[src/rtl/serial_tx_param.sv]
// serial_tx_param: parametrised single-wire serial transmitter.
// Accepts a word on a valid/ready handshake and shifts it out as
// start bit, DATA_W data bits, optional parity bit and STOP_BITS stop bits.
// Each bit lasts CLKS_PER_BIT clocks.
// The word being sent is mirrored on led.
// Optional feature: define SERIAL_TX_PARITY_EN to insert an even-parity bit
// after the data bits.

module serial_tx_param #(
  parameter int   DATA_W       = 8,
  parameter int   CLKS_PER_BIT = 10_000_000,
  parameter int   STOP_BITS    = 1,
  parameter logic IDLE_LEVEL   = 1'b0,
  parameter logic LSB_FIRST    = 1'b1
) (
  input  logic              clk,
  input  logic              rst,
  input  logic              tx_valid,
  input  logic [DATA_W-1:0] tx_data,
  output logic              tx_ready,
  output logic              tx_line,
  output logic              busy,
  output logic              done,
  output logic [DATA_W-1:0] led
);

  localparam int CNT_W = $clog2(CLKS_PER_BIT);
  // Wide enough for both the data-bit index and the stop-bit index.
  localparam int BIT_W = $clog2(DATA_W + 1);

  typedef enum logic [2:0] {
    IDLE,
    START,
    DATA,
`ifdef SERIAL_TX_PARITY_EN
    PARITY,
`endif
    STOP
  } state_t;

  state_t state, state_next;

  logic [CNT_W-1:0]  cycle_cnt, cycle_next;
  logic [BIT_W-1:0]  bit_cnt, bit_next;
  logic [DATA_W-1:0] shift_q, shift_next;
  logic [DATA_W-1:0] led_next;
  logic              line_next, busy_next, ready_next, done_next;

  logic              accept;
  logic              bit_end;
  logic              last_data;
  logic              last_stop;
  logic              out_bit;
  logic [DATA_W-1:0] shifted;

  assign accept    = tx_valid && tx_ready;
  assign bit_end   = (cycle_cnt == CNT_W'(CLKS_PER_BIT - 1));
  assign last_data = (bit_cnt == BIT_W'(DATA_W - 1));
  assign last_stop = (bit_cnt == BIT_W'(STOP_BITS - 1));
  assign out_bit   = LSB_FIRST ? shift_q[0] : shift_q[DATA_W-1];
  assign shifted   = LSB_FIRST ? (shift_q >> 1) : (shift_q << 1);

  // State register; reset abandons any frame in flight.
  always_ff @(posedge clk or posedge rst) begin
    if (rst) begin
      state <= IDLE;
    end else begin
      state <= state_next;
    end
  end

  // Next-state logic: each bit period ends when the cycle counter wraps.
  always_comb begin
    state_next = state;
    case (state)
      IDLE:  if (accept) state_next = START;
      START: if (bit_end) state_next = DATA;
      DATA: begin
        if (bit_end && last_data) begin
`ifdef SERIAL_TX_PARITY_EN
          state_next = PARITY;
`else
          state_next = STOP;
`endif
        end
      end
`ifdef SERIAL_TX_PARITY_EN
      PARITY: if (bit_end) state_next = STOP;
`endif
      STOP:  if (bit_end && last_stop) state_next = IDLE;
      default: state_next = IDLE;
    endcase
  end

  // Output/datapath next values: the line level for the coming bit is
  // computed here so tx_line changes on the same edge as the state.
  always_comb begin
    line_next  = tx_line;
    busy_next  = busy;
    ready_next = tx_ready;
    done_next  = 1'b0;
    led_next   = led;
    shift_next = shift_q;
    bit_next   = bit_cnt;
    cycle_next = bit_end ? '0 : cycle_cnt + 1'b1;
    case (state)
      IDLE: begin
        cycle_next = '0;
        bit_next   = '0;
        line_next  = IDLE_LEVEL;
        if (accept) begin
          shift_next = tx_data;
          led_next   = tx_data;
          line_next  = ~IDLE_LEVEL;
          busy_next  = 1'b1;
          ready_next = 1'b0;
        end
      end
      START: begin
        if (bit_end) begin
          line_next  = out_bit;
          shift_next = shifted;
          bit_next   = '0;
        end
      end
      DATA: begin
        if (bit_end) begin
          if (last_data) begin
            bit_next = '0;
`ifdef SERIAL_TX_PARITY_EN
            // led still holds the accepted word, so it doubles as the
            // source for the parity reduction.
            line_next = ^led;
`else
            line_next = IDLE_LEVEL;
`endif
          end else begin
            line_next  = out_bit;
            shift_next = shifted;
            bit_next   = bit_cnt + 1'b1;
          end
        end
      end
`ifdef SERIAL_TX_PARITY_EN
      PARITY: begin
        if (bit_end) begin
          line_next = IDLE_LEVEL;
          bit_next  = '0;
        end
      end
`endif
      STOP: begin
        if (bit_end) begin
          if (last_stop) begin
            line_next  = IDLE_LEVEL;
            busy_next  = 1'b0;
            ready_next = 1'b1;
            done_next  = 1'b1;
            bit_next   = '0;
          end else begin
            bit_next = bit_cnt + 1'b1;
          end
        end
      end
      default: begin
        line_next = IDLE_LEVEL;
      end
    endcase
  end

  // Registered outputs and counters; reset forces the idle line at once.
  always_ff @(posedge clk or posedge rst) begin
    if (rst) begin
      tx_line   <= IDLE_LEVEL;
      tx_ready  <= 1'b1;
      busy      <= 1'b0;
      done      <= 1'b0;
      led       <= '0;
      shift_q   <= '0;
      bit_cnt   <= '0;
      cycle_cnt <= '0;
    end else begin
      tx_line   <= line_next;
      tx_ready  <= ready_next;
      busy      <= busy_next;
      done      <= done_next;
      led       <= led_next;
      shift_q   <= shift_next;
      bit_cnt   <= bit_next;
      cycle_cnt <= cycle_next;
    end
  end

endmodule

[config.mk]
export PLATFORM = sky130hd
export DESIGN_NAME = serial_tx_param
export DESIGN_NICKNAME = d
export VERILOG_FILES = /design/src/rtl/serial_tx_param.sv
export SDC_FILE = /design/constraint.sdc
export NUM_CORES = 1
export LEC_CHECK = 0
export ABC_AREA = 1
export CAP_MARGIN = 20
export CORE_MARGIN = 2
export CORE_UTILIZATION = 52
export CTS_CLUSTER_DIAMETER = 30
export DETAILED_ROUTE_END_ITERATION = 10
export HOLD_SLACK_MARGIN = 0.08
export PLACE_DENSITY = 0.73
export REMOVE_ABC_BUFFERS = 1
export SLEW_MARGIN = 20
export SYNTH_ARGS = -nofsm -noshare
export SYNTH_HDL_FRONTEND = slang
export SYNTH_SLANG_ARGS = --single-unit
[constraint.sdc]
create_clock -name clk -period 1.9 [get_ports clk]
set_clock_uncertainty 0.2 [all_clocks]
set_input_delay 0.57 -clock clk [delete_from_list [all_inputs] [get_ports clk]]
set_output_delay 0.57 -clock clk [all_outputs]
set_load 0.005 [all_outputs]
==> flow_summary.json <==
{
  "cp-end-kind": "register",
  "cpLargestDelayFamily": "simple AND/OR/NAND/NOR gates",
  "grt_pass1_vias": 2375,
  "cpMostUsedCell": "nand2_2",
  "rr_worst_depth": 10,
  "grt.total_usage_pct": 22.07,
  "critPathBufInv": 2,
  "critical_path.startpoint_type": "register",
  "reg2reg_setup_slack_ps": 40,
  "cp_max_fo": 16,
  "io_buffers": 22,
  "placed_cells": 469,
  "nets": 432,
  "clk_latency_ps": 320,
  "ant_nets": 0,
  "dp_hpwl_mm": 4.521,
  "synth_cell_types": 32,
  "met2_length_mm": 3.031,
  "h-tree-depth": 2,
  "cp-endpoint": "shift_q[3]$_DFFE_PP0P_",
  "synth_cells": 361,
  "instances_no_fill": 484,
  "worst_pin_slew_ps": 297.2,
  "drt_pass1_iterations": 5,
  "die_w_um": 77.34,
  "startpoint": "cycle_cnt[5]$_DFF_PP0_",
  "avgSynthCellArea_um2": 7.746,
  "final-setup-viol-count": 0,
  "clkSinkCount": 50,
  "ios": 23,
  "cts_tree": "built",
  "ys_ff_latch": 50,
  "drt_wl_total_mm": 6.364,
  "path_depth": 10,
  "r2r-end": "shift_q[3]$_DFFE_PP0P_",
  "grt_antenna_before_repair": 0,
  "clock.fmax_mhz": 538.5,
  "slew-limit-headroom_pct": 80.19,
  "layout.cells.most_common": "nand2_1",
  "cpPeakStageDelay_ps": 420,
  "rows": 26,
  "ir_drop_v": 0.0003876,
  "wl_met1_mm": 2.930,
  "slowest_stage": "dfrtp_1",
  "crit_chain": "nand2_2 > clkinv_2 > nand2_2 > nor2_4 > nand3_4 > a21oi_4 > nand2_2 > buf_12 > nand2_1 > o21ai_2",
  "totalPowerFinal_mw": 1.925,
  "syn2layout_area_growth_pct": 24.34,
  "rsz0062_at_grt": "true",
  "max_cap_viol_count": 0,
  "fin_hold_ws_ps": 290.4,
  "drive_gt1_share_pct": 19.08,
  "top_layer": "met4",
  "worst_ep_required_time_ps": 1920,
  "worstReg2RegStart": "cycle_cnt[5]$_DFF_PP0_",
  "grt_overflow": 0,
  "hold_buffers": 0,
  "worstSetupPathType": "register to register",
  "clockBufferDepth": 2,
  "p_per_area_nw_per_um2": 553.7,
  "period_share_pct": 97.74,
  "clk_pin_slew_ps": 110,
  "wl_met3_um": 295,
  "netlist_area_um2": 2796,
  "crit_arrival_ps": 1880,
  "dieHeight_um": 77.34,
  "p_leak_nw": 1.574,
  "fin_util_pct": 67.65,
  "clockRootBuffer": "clkbuf_8",
  "grt_max_degree": 51,
  "grt_pass1_wl_mm": 10.48,
  "dieArea_um2": 5981,
  "n_antenna_cell": 0,
  "detail_route.wl_per_cell_um": 13.15,
  "fin_crit_ps": 1857,
  "yosysWarnings": 0,
  "final_max_slew_viol_count": 0,
  "finalHoldViolCount": 0,
  "yosysSeqAreaShare_pct": 44.79,
  "layout_common_cells": "nand2_1 (74), nor2_1 (53), dfrtp_1 (49)",
  "routed_via_density": 5.050,
  "cts-buffers-inserted": 5,
  "vias": 2444,
  "first_iter_violations": 176,
  "status": "complete, no violations",
  "hold_path.class": "register to register",
  "initial_core_util_pct": 54.41,
  "gp_congestion": 0.8560,
  "core-area_um2": 5140,
  "drcViolationCount": 0
}
## state kept, by name, indices dropped and copies added (netlist names)
signal,count
bit_cnt,4
busy,1
state,2
cycle_cnt,24
shift_q,8
tx_line,1
done,1
tx_ready,1
led,8
## layer usage
metal  global-route usage (%)  up-vias
met5                        0        -
met4                    8.036        0
met3                    3.953        9
met2                    35.83       53
met1                    29.75     1134
li1                         -     1248
## logic make-up (layout without fill, tap and decap cells)
| kind of cell | Yosys count | in the layout | share of synthesized area, % |
|---|---|---|---|
| and+or+nand+nor | 184 | 184 | 28.95 |
| buffers and inverters | 57 | 110 | 8.322 |
| AOI/OAI and AO/OA | 51 | 51 | 10.87 |
| DFF | 50 | 50 | 44.79 |
| xor gates and xnor gates | 10 | 10 | 3.132 |
| adders and majority gates | 8 | 8 | 3.580 |
| muxes | 1 | 1 | 0.3580 |
## synthesized netlist by cell type (all sizes together)
cell type	number	area [µm²]
o21ai	30	180.2
xnor2	1	8.760
nor3b	1	7.510
dfstp	1	26.28
buf	4	32.53
ha	8	100.1
xor2	9	78.83
and3	1	6.260
nor3	5	25.02
nand3	19	112.6
clkinv	1	5.000
nand2	83	329.1
a21boi	1	7.510
mux2i	1	10.01
clkbuf	1	3.750
dfrtp	49	1226
nor2	64	260.3
a21oi	19	110.1
inv	51	191.4
a31oi	1	6.260
nand4	11	68.82
## worst min-delay path by stage
stage	start	to	slack, ps	cells after the start
4_1_cts	led[0]$_DFFE_PP0P_	led[0]$_DFFE_PP0P_	290	2
3_5_place_dp	led[0]$_DFFE_PP0P_	led[0]$_DFFE_PP0P_	270	2
6_report	tx_line$_DFFE_PP0P_	tx_line$_DFFE_PP0P_	290	2
3_3_place_gp	led[0]$_DFFE_PP0P_	led[0]$_DFFE_PP0P_	270	2
2_1_floorplan	shift_q[0]$_DFFE_PP0P_	shift_q[0]$_DFFE_PP0P_	250	2
5_1_grt	shift_q[4]$_DFFE_PP0P_	shift_q[4]$_DFFE_PP0P_	310	2
## tightest hold or removal path, cell delays in order (launching register included)
cell	delay, ps
dfrtp_1	350
nand2_1	50
o21ai_0	60
## what timing repair did
action / CTS / global route
setup endpoints to repair: 13 / 21
pin swaps: 0 / 2
gates resized for setup: 12 / 24
gates cloned: 0 / 1
buffers inserted: 3 / 3
## per-stage QoR
stage                     area [µm²]  TNS [ps]  setup slack (ps)
after floorplan                 2760     -3453            -69.52
after global placement          3251    -876.0            -115.8
after detailed placement        3251     -1047            -143.9
after CTS                       3374         0            0.6899
after global routing            3477    -366.9            -54.37
final                           3477         0             42.89
## layout make-up
type / instances / area [µm²]
clock buffers: 5 / 68.82
repair inverters: 1 / 7.507
inverters: 52 / 200.2
multi-input cells: 254 / 1380
well taps: 70 / 87.58
repair buffers: 49 / 432.9
flip-flops and latches: 50 / 1252
clock inverters: 3 / 47.55
fillers: 465 / 1663
## power breakdown
| group | switching (mW) | total [mW] | leakage (nW) | internal, mW |
|---|---|---|---|---|
| Sequential | 0 | 1.06 | 0.695 | 1.06 |
| Clock | 0.403 | 0.802 | 0.0587 | 0.400 |
| Combinational | 0.0329 | 0.0595 | 0.820 | 0.0265 |
Power figures use the tool's default switching activity.
